**src/rtl/weight_ram_loader_if.sv**
```systemverilog
// Stream-in / RAM-write port bundle for weight_ram_loader.
// master = upstream stream source and RAM observer, slave = the loader itself.
interface weight_ram_loader_if #(
  parameter int DATA_WIDTH = 8,
  parameter int DEPTH      = 64,
  parameter int NUM_WORDS  = 288
);
  localparam int ADDR_W = $clog2(DEPTH);

  logic [DATA_WIDTH-1:0] in_data;
  logic                  in_valid;
  logic                  in_ready;
  logic [DATA_WIDTH-1:0] wr_data;
  logic [ADDR_W-1:0]     wr_addr;
  logic [NUM_WORDS-1:0]  wr_en;

  modport master (
    output in_data, in_valid,
    input  in_ready, wr_data, wr_addr, wr_en
  );

  modport slave (
    input  in_data, in_valid,
    output in_ready, wr_data, wr_addr, wr_en
  );
endinterface

```
**src/rtl/weight_ram_loader.sv**
```systemverilog
// Byte-serial stream to wide block-RAM loader: scatters each accepted word into
// the next slot of the current row, rows ascending, then flags the RAM as valid.
module weight_ram_loader #(
  parameter int DATA_WIDTH = 8,
  parameter int DEPTH      = 64,
  parameter int NUM_WORDS  = 288
) (
  input  logic               clk,
  input  logic               rst_n,
  input  logic               start,
  weight_ram_loader_if.slave bus,
  output logic               busy,
  output logic               done,
  output logic               ram_valid
);
  localparam int ADDR_W = $clog2(DEPTH);
  localparam logic [ADDR_W-1:0] LAST_ROW = ADDR_W'(DEPTH - 1);

  typedef enum logic [1:0] {IDLE, LOAD, LAST} state_t;

  state_t               state;
  logic [NUM_WORDS-1:0] word_oh;
  logic [ADDR_W-1:0]    row;
  logic                 hs;

  assign hs = bus.in_valid & bus.in_ready;

  always_ff @(posedge clk or negedge rst_n) begin
    if (!rst_n) begin
      state        <= IDLE;
      word_oh      <= '0;
      row          <= '0;
      bus.in_ready <= 1'b0;
      bus.wr_data  <= {DATA_WIDTH{1'b0}};
      bus.wr_addr  <= '0;
      bus.wr_en    <= '0;
      busy         <= 1'b0;
      done         <= 1'b0;
      ram_valid    <= 1'b0;
    end else begin
      bus.wr_en <= '0;
      done      <= 1'b0;
      case (state)
        IDLE: begin
          if (start) begin
            state        <= LOAD;
            word_oh      <= NUM_WORDS'(1);
            row          <= '0;
            ram_valid    <= 1'b0;
            bus.in_ready <= 1'b1;
            busy         <= 1'b1;
          end
        end
        LOAD: begin
          if (hs) begin
            bus.wr_data <= bus.in_data;
            bus.wr_addr <= row;
            bus.wr_en   <= word_oh;
            // Rotating the one-hot slot pointer wraps the final slot back to slot 0.
            word_oh     <= {word_oh[NUM_WORDS-2:0], word_oh[NUM_WORDS-1]};
            if (word_oh[NUM_WORDS-1]) begin
              if (row == LAST_ROW) begin
                state        <= LAST;
                bus.in_ready <= 1'b0;
              end else begin
                row <= row + ADDR_W'(1);
              end
            end
          end
        end
        LAST: begin
          // The final write is on the RAM port this cycle; completion is flagged after it commits.
          state     <= IDLE;
          busy      <= 1'b0;
          done      <= 1'b1;
          ram_valid <= 1'b1;
        end
        default: state <= IDLE;
      endcase
    end
  end
endmodule
```
**src/flat_wrapper.sv**
```systemverilog
// flat-port wrapper written by rule: the top's interface ports become plain ports
module weight_ram_loader_flat 
#(
  parameter int DATA_WIDTH = 8,
  parameter int DEPTH      = 64,
  parameter int NUM_WORDS  = 288
)
  (clk, rst_n, start, busy, done, ram_valid, bus_in_data, bus_in_valid, bus_in_ready, bus_wr_data, bus_wr_addr, bus_wr_en);
  weight_ram_loader_if #(.DATA_WIDTH(DATA_WIDTH), .DEPTH(DEPTH), .NUM_WORDS(NUM_WORDS)) bus_i ();
  input  logic clk;
  input  logic rst_n;
  input  logic start;
  output logic busy;
  output logic done;
  output logic ram_valid;
  input wire logic [$bits(bus_i.in_data)-1:0] bus_in_data;
  input wire logic [$bits(bus_i.in_valid)-1:0] bus_in_valid;
  output wire logic [$bits(bus_i.in_ready)-1:0] bus_in_ready;
  output wire logic [$bits(bus_i.wr_data)-1:0] bus_wr_data;
  output wire logic [$bits(bus_i.wr_addr)-1:0] bus_wr_addr;
  output wire logic [$bits(bus_i.wr_en)-1:0] bus_wr_en;
  assign bus_i.in_data = bus_in_data;
  assign bus_i.in_valid = bus_in_valid;
  assign bus_in_ready = bus_i.in_ready;
  assign bus_wr_data = bus_i.wr_data;
  assign bus_wr_addr = bus_i.wr_addr;
  assign bus_wr_en = bus_i.wr_en;
  weight_ram_loader #(.DATA_WIDTH(DATA_WIDTH), .DEPTH(DEPTH), .NUM_WORDS(NUM_WORDS)) u_core (.clk(clk), .rst_n(rst_n), .start(start), .bus(bus_i), .busy(busy), .done(done), .ram_valid(ram_valid));
endmodule
```
**config.mk**
```make
export PLATFORM = sky130hd
export DESIGN_NAME = weight_ram_loader_flat
export DESIGN_NICKNAME = d
export VERILOG_FILES = /design/src/rtl/weight_ram_loader_if.sv /design/src/rtl/weight_ram_loader.sv /design/src/flat_wrapper.sv
export SDC_FILE = /design/constraint.sdc
export NUM_CORES = 1
export LEC_CHECK = 0
export ABC_AREA = 1
export CORE_MARGIN = 2
export CORE_UTILIZATION = 55
export DETAILED_ROUTE_END_ITERATION = 12
export GPL_TIMING_DRIVEN = 1
export PLACE_DENSITY = 0.94
export SKIP_CTS_REPAIR_TIMING = 1
export SLEW_MARGIN = 25
export SYNTH_ARGS = -nofsm -noshare
export SYNTH_HDL_FRONTEND = slang
export SYNTH_SLANG_ARGS = --single-unit
export TNS_END_PERCENT = 10
```
**constraint.sdc**
```tcl
create_clock -name clk -period 3.1 [get_ports clk]
set_clock_uncertainty 0.05 [all_clocks]
set_input_delay 0.62 -clock clk [delete_from_list [all_inputs] [get_ports clk]]
set_output_delay 0.62 -clock clk [all_outputs]
set_load 0.05 [all_outputs]
```
==> metrics.md <==
| Metric | Value |
|---|---|
| Largest stage delay on the critical path | 0.88 ns |
| Crit share post-route | 81.8% |
| Die area | 37900 µm² |
| CP endpoint kind | output port |
| Peak Freq | 0.395 GHz |
| CTS tree | yes |
| HPWL Detailed | 28400 µm |
| Gpl congestion | 0.791 |
| Pre-antenna DRT Iters | 5 |
| Slew margin rel. | 48.4% |
| Sw Share | 19.8% |
| CTS HTree Levels | 2 |
| Pwr Density | 603 nW/µm² |
| Core area | 35700 µm² |
| Critical Path Fanout Max | 1 |
| Psw | 0.00306 W |
| Fin Setup TNS | 0 ns |
| Most frequent cells in the layout | dfrtp_1 (602), clkdlybuf4s50_1 (316), inv_1 (299) |
| Mean Syn Cell Area | 12.0 µm² |
| Status | finished clean |
| CP delay by family, top | buffers and inverters |
| Routed Antenna Nets | 0 |
| CP bufs+invs | 1 |
| Yosys warns | 0 |
| Total CTS buffers | 56 |
| GRT Util Overall | 25.5% |
| Clock slew at reported path FFs | 0.07 ns |
| Cell Area, Synth | 20000 µm² |
| Sequential Power Share | 50.7% |
| P_int | 0.0124 W |
| MaxCap Viol Count | 0 |
| Slew @ Worst Pin | 0.773 ns |
| Yosys cell types | 20 |
| Worst path cell trace | clkdlybuf4s50_1 |
| HP Class | in -> async |
| Root buffer cell | clkbuf_16 |
| Critical path class | reg -> out |
| Slowest cell on the critical path | clkdlybuf4s50_1 |
| Most common cell after layout, fill and taps aside | dfrtp_1 |
| Port buffer count | 317 |
| Reg2reg start | u_core.state[1]$_DFFE_PN0P_ |
| Vias in the first global route | 14100 |
| Final setup viols | 0 |
| Pin count of the biggest net entering global routing | 174 |
| Site Rows | 69 |
| Initial antenna violation count | 0 |
| Clock Power Share | 48.1% |
| Comb pwr share | 1.2% |
| FF+latch count, synth | 602 |
| Final WL | 47500 µm |
| Data required, critical path | 2.43 ns |
| Share of layout cells above drive strength 1 | 6.91% |
| Global-route wire length before repair | 76300 µm |
| Initial DRC Count | 1030 |
| Pleak | 13.9 nW |
| CTS Sinks | 602 |
| Setup crit start | u_core.bus.wr_en[149]$_DFF_PN0_ |
| Die X-Extent | 195 µm |
| Fin Hold WS | 0.00506 ns |
| Tmin final | 2.53 ns |
| Drt wl/cell | 19.1 µm |
| Nets | 1993 |
| CP arrival | 1.86 ns |
| Chip height | 195 µm |
| Area growth syn-to-layout | 28.5% |
| Later-pin clock latency in the skew report | 0.59 ns |
| Drt via density | 5.44 |
| Drc violations | 0 |
| Startpoint types | register |
| Max Root-Sink Buffers | 3 |
| Final max-slew violation count | 0 |
| N_diodes | 0 |
| Io pins | 318 |
| RSZ-0062 raised after global routing | false |
| Global route overflow | 0 |
| Post-Syn Instances | 1670 |
| DR vias | 13500 |
| Syn Nets | 1683 |
| Endpoints failing hold | 0 |
| Initial Util | 56.0% |
| Worst vdd ir | 0.649 mV |
| Post-synthesis sequential area ratio | 75.2% |
==> cell type report <==
class                   instances  area (µm²)
well taps                     461         577
repair buffers                351        3580
flip-flops and latches        602       15100
inverters                     300        1130
multi-input cells             669        3350
clock inverters                27         428
clock buffers                  76        1610
fillers                      2128       10000
==> worst paths after layout <==
kind / to / slack (ns) / cells past startpoint
max reg2reg: u_core.row[5]$_DFFE_PN0P_ / 1.04 / 6
min: u_core.bus.wr_en[93]$_DFF_PN0_ / 0.005 / 1
min reg2reg: u_core.bus.wr_addr[5]$_DFFE_PN0P_ / 0.44 / 2
min in group clk: u_core.bus.wr_addr[5]$_DFFE_PN0P_ / 0.44 / 2
max in group asynchronous: u_core.bus.wr_en[256]$_DFF_PN0_ / 2.04 / 2
max: bus_wr_en[149] / 0.57 / 1
==> registers in the layout, indices dropped and copies added, names as in the netlist <==
signal,cells
u_core.done,1
u_core.state,2
u_core.bus.wr_addr,6
u_core.ram_valid,1
u_core.bus.wr_en,288
u_core.word_oh,288
u_core.bus.in_ready,1
u_core.bus.wr_data,8
u_core.row,6
u_core.busy,1
==> synth_stat cells <==
library cell	number	share of area [%]
clkbuf_1	14	0.26
buf_2	75	1.9
nand2_4	1	0.056
dfrtp_1	602	75
inv_1	299	5.6
nand2_2	1	0.031
o22ai_1	287	9.0
buf_4	9	0.34
nor2_1	291	5.5
o21ai_0	11	0.27
inv_2	1	0.019
o21ai_2	5	0.22
ha_1	1	0.062
a21oi_1	1	0.025
nor2_8	1	0.10
nand3_1	8	0.20
or2_2	1	0.031
buf_6	1	0.056
nand2_1	58	1.1
nand4_1	3	0.094
==> metal layers <==
layer  GRT usage [%]  up-vias  part of all wire (%)
met5               0        -                     0
met4            8.96        0                   3.2
met3            5.88      110                   7.2
met2            43.5      612                    51
met1            32.3     6872                    39
li1                -     5941                     -
==> through the flow <==
stage	area [µm²]	std cells	setup WS (ns)	total power [W]	utilization [%]
after CTS	25700	2486	0.545	0.0156	72.0
after detailed placement	23700	2383	0.364	0.00820	66.3
final	25700	2486	0.566	0.0155	72.0
after floorplan	20000	1670	1.45	0.00800	-
after global routing	25700	2486	0.546	0.0160	72.0
after global placement	23700	2383	0.389	0.00819	66.3
==> power groups by stage <==
stage / registers, W / clock network [W] / logic, W
6_report: 0.00786 / 0.00746 / 0.000191
5_1_grt: 0.00785 / 0.00789 / 0.000227
4_1_cts: 0.00785 / 0.00756 / 0.000201
3_5_place_dp: 0.00800 / 0 / 0.000201
3_3_place_gp: 0.00800 / 0 / 0.000191
2_1_floorplan: 0.00800 / 0 / 0.00000000508
==> cell families (layout without fill, tap and decap cells) <==
family          Yosys count  in the layout  share of synthesized area [%]
flops                   602            602                           75.2
buf+inv                 399            754                           8.16
simple gates            364            364                           7.06
compound gates          304            304                           9.49
fa+ha+maj                 1              1                         0.0625
(Power assumes the default switching activity.)
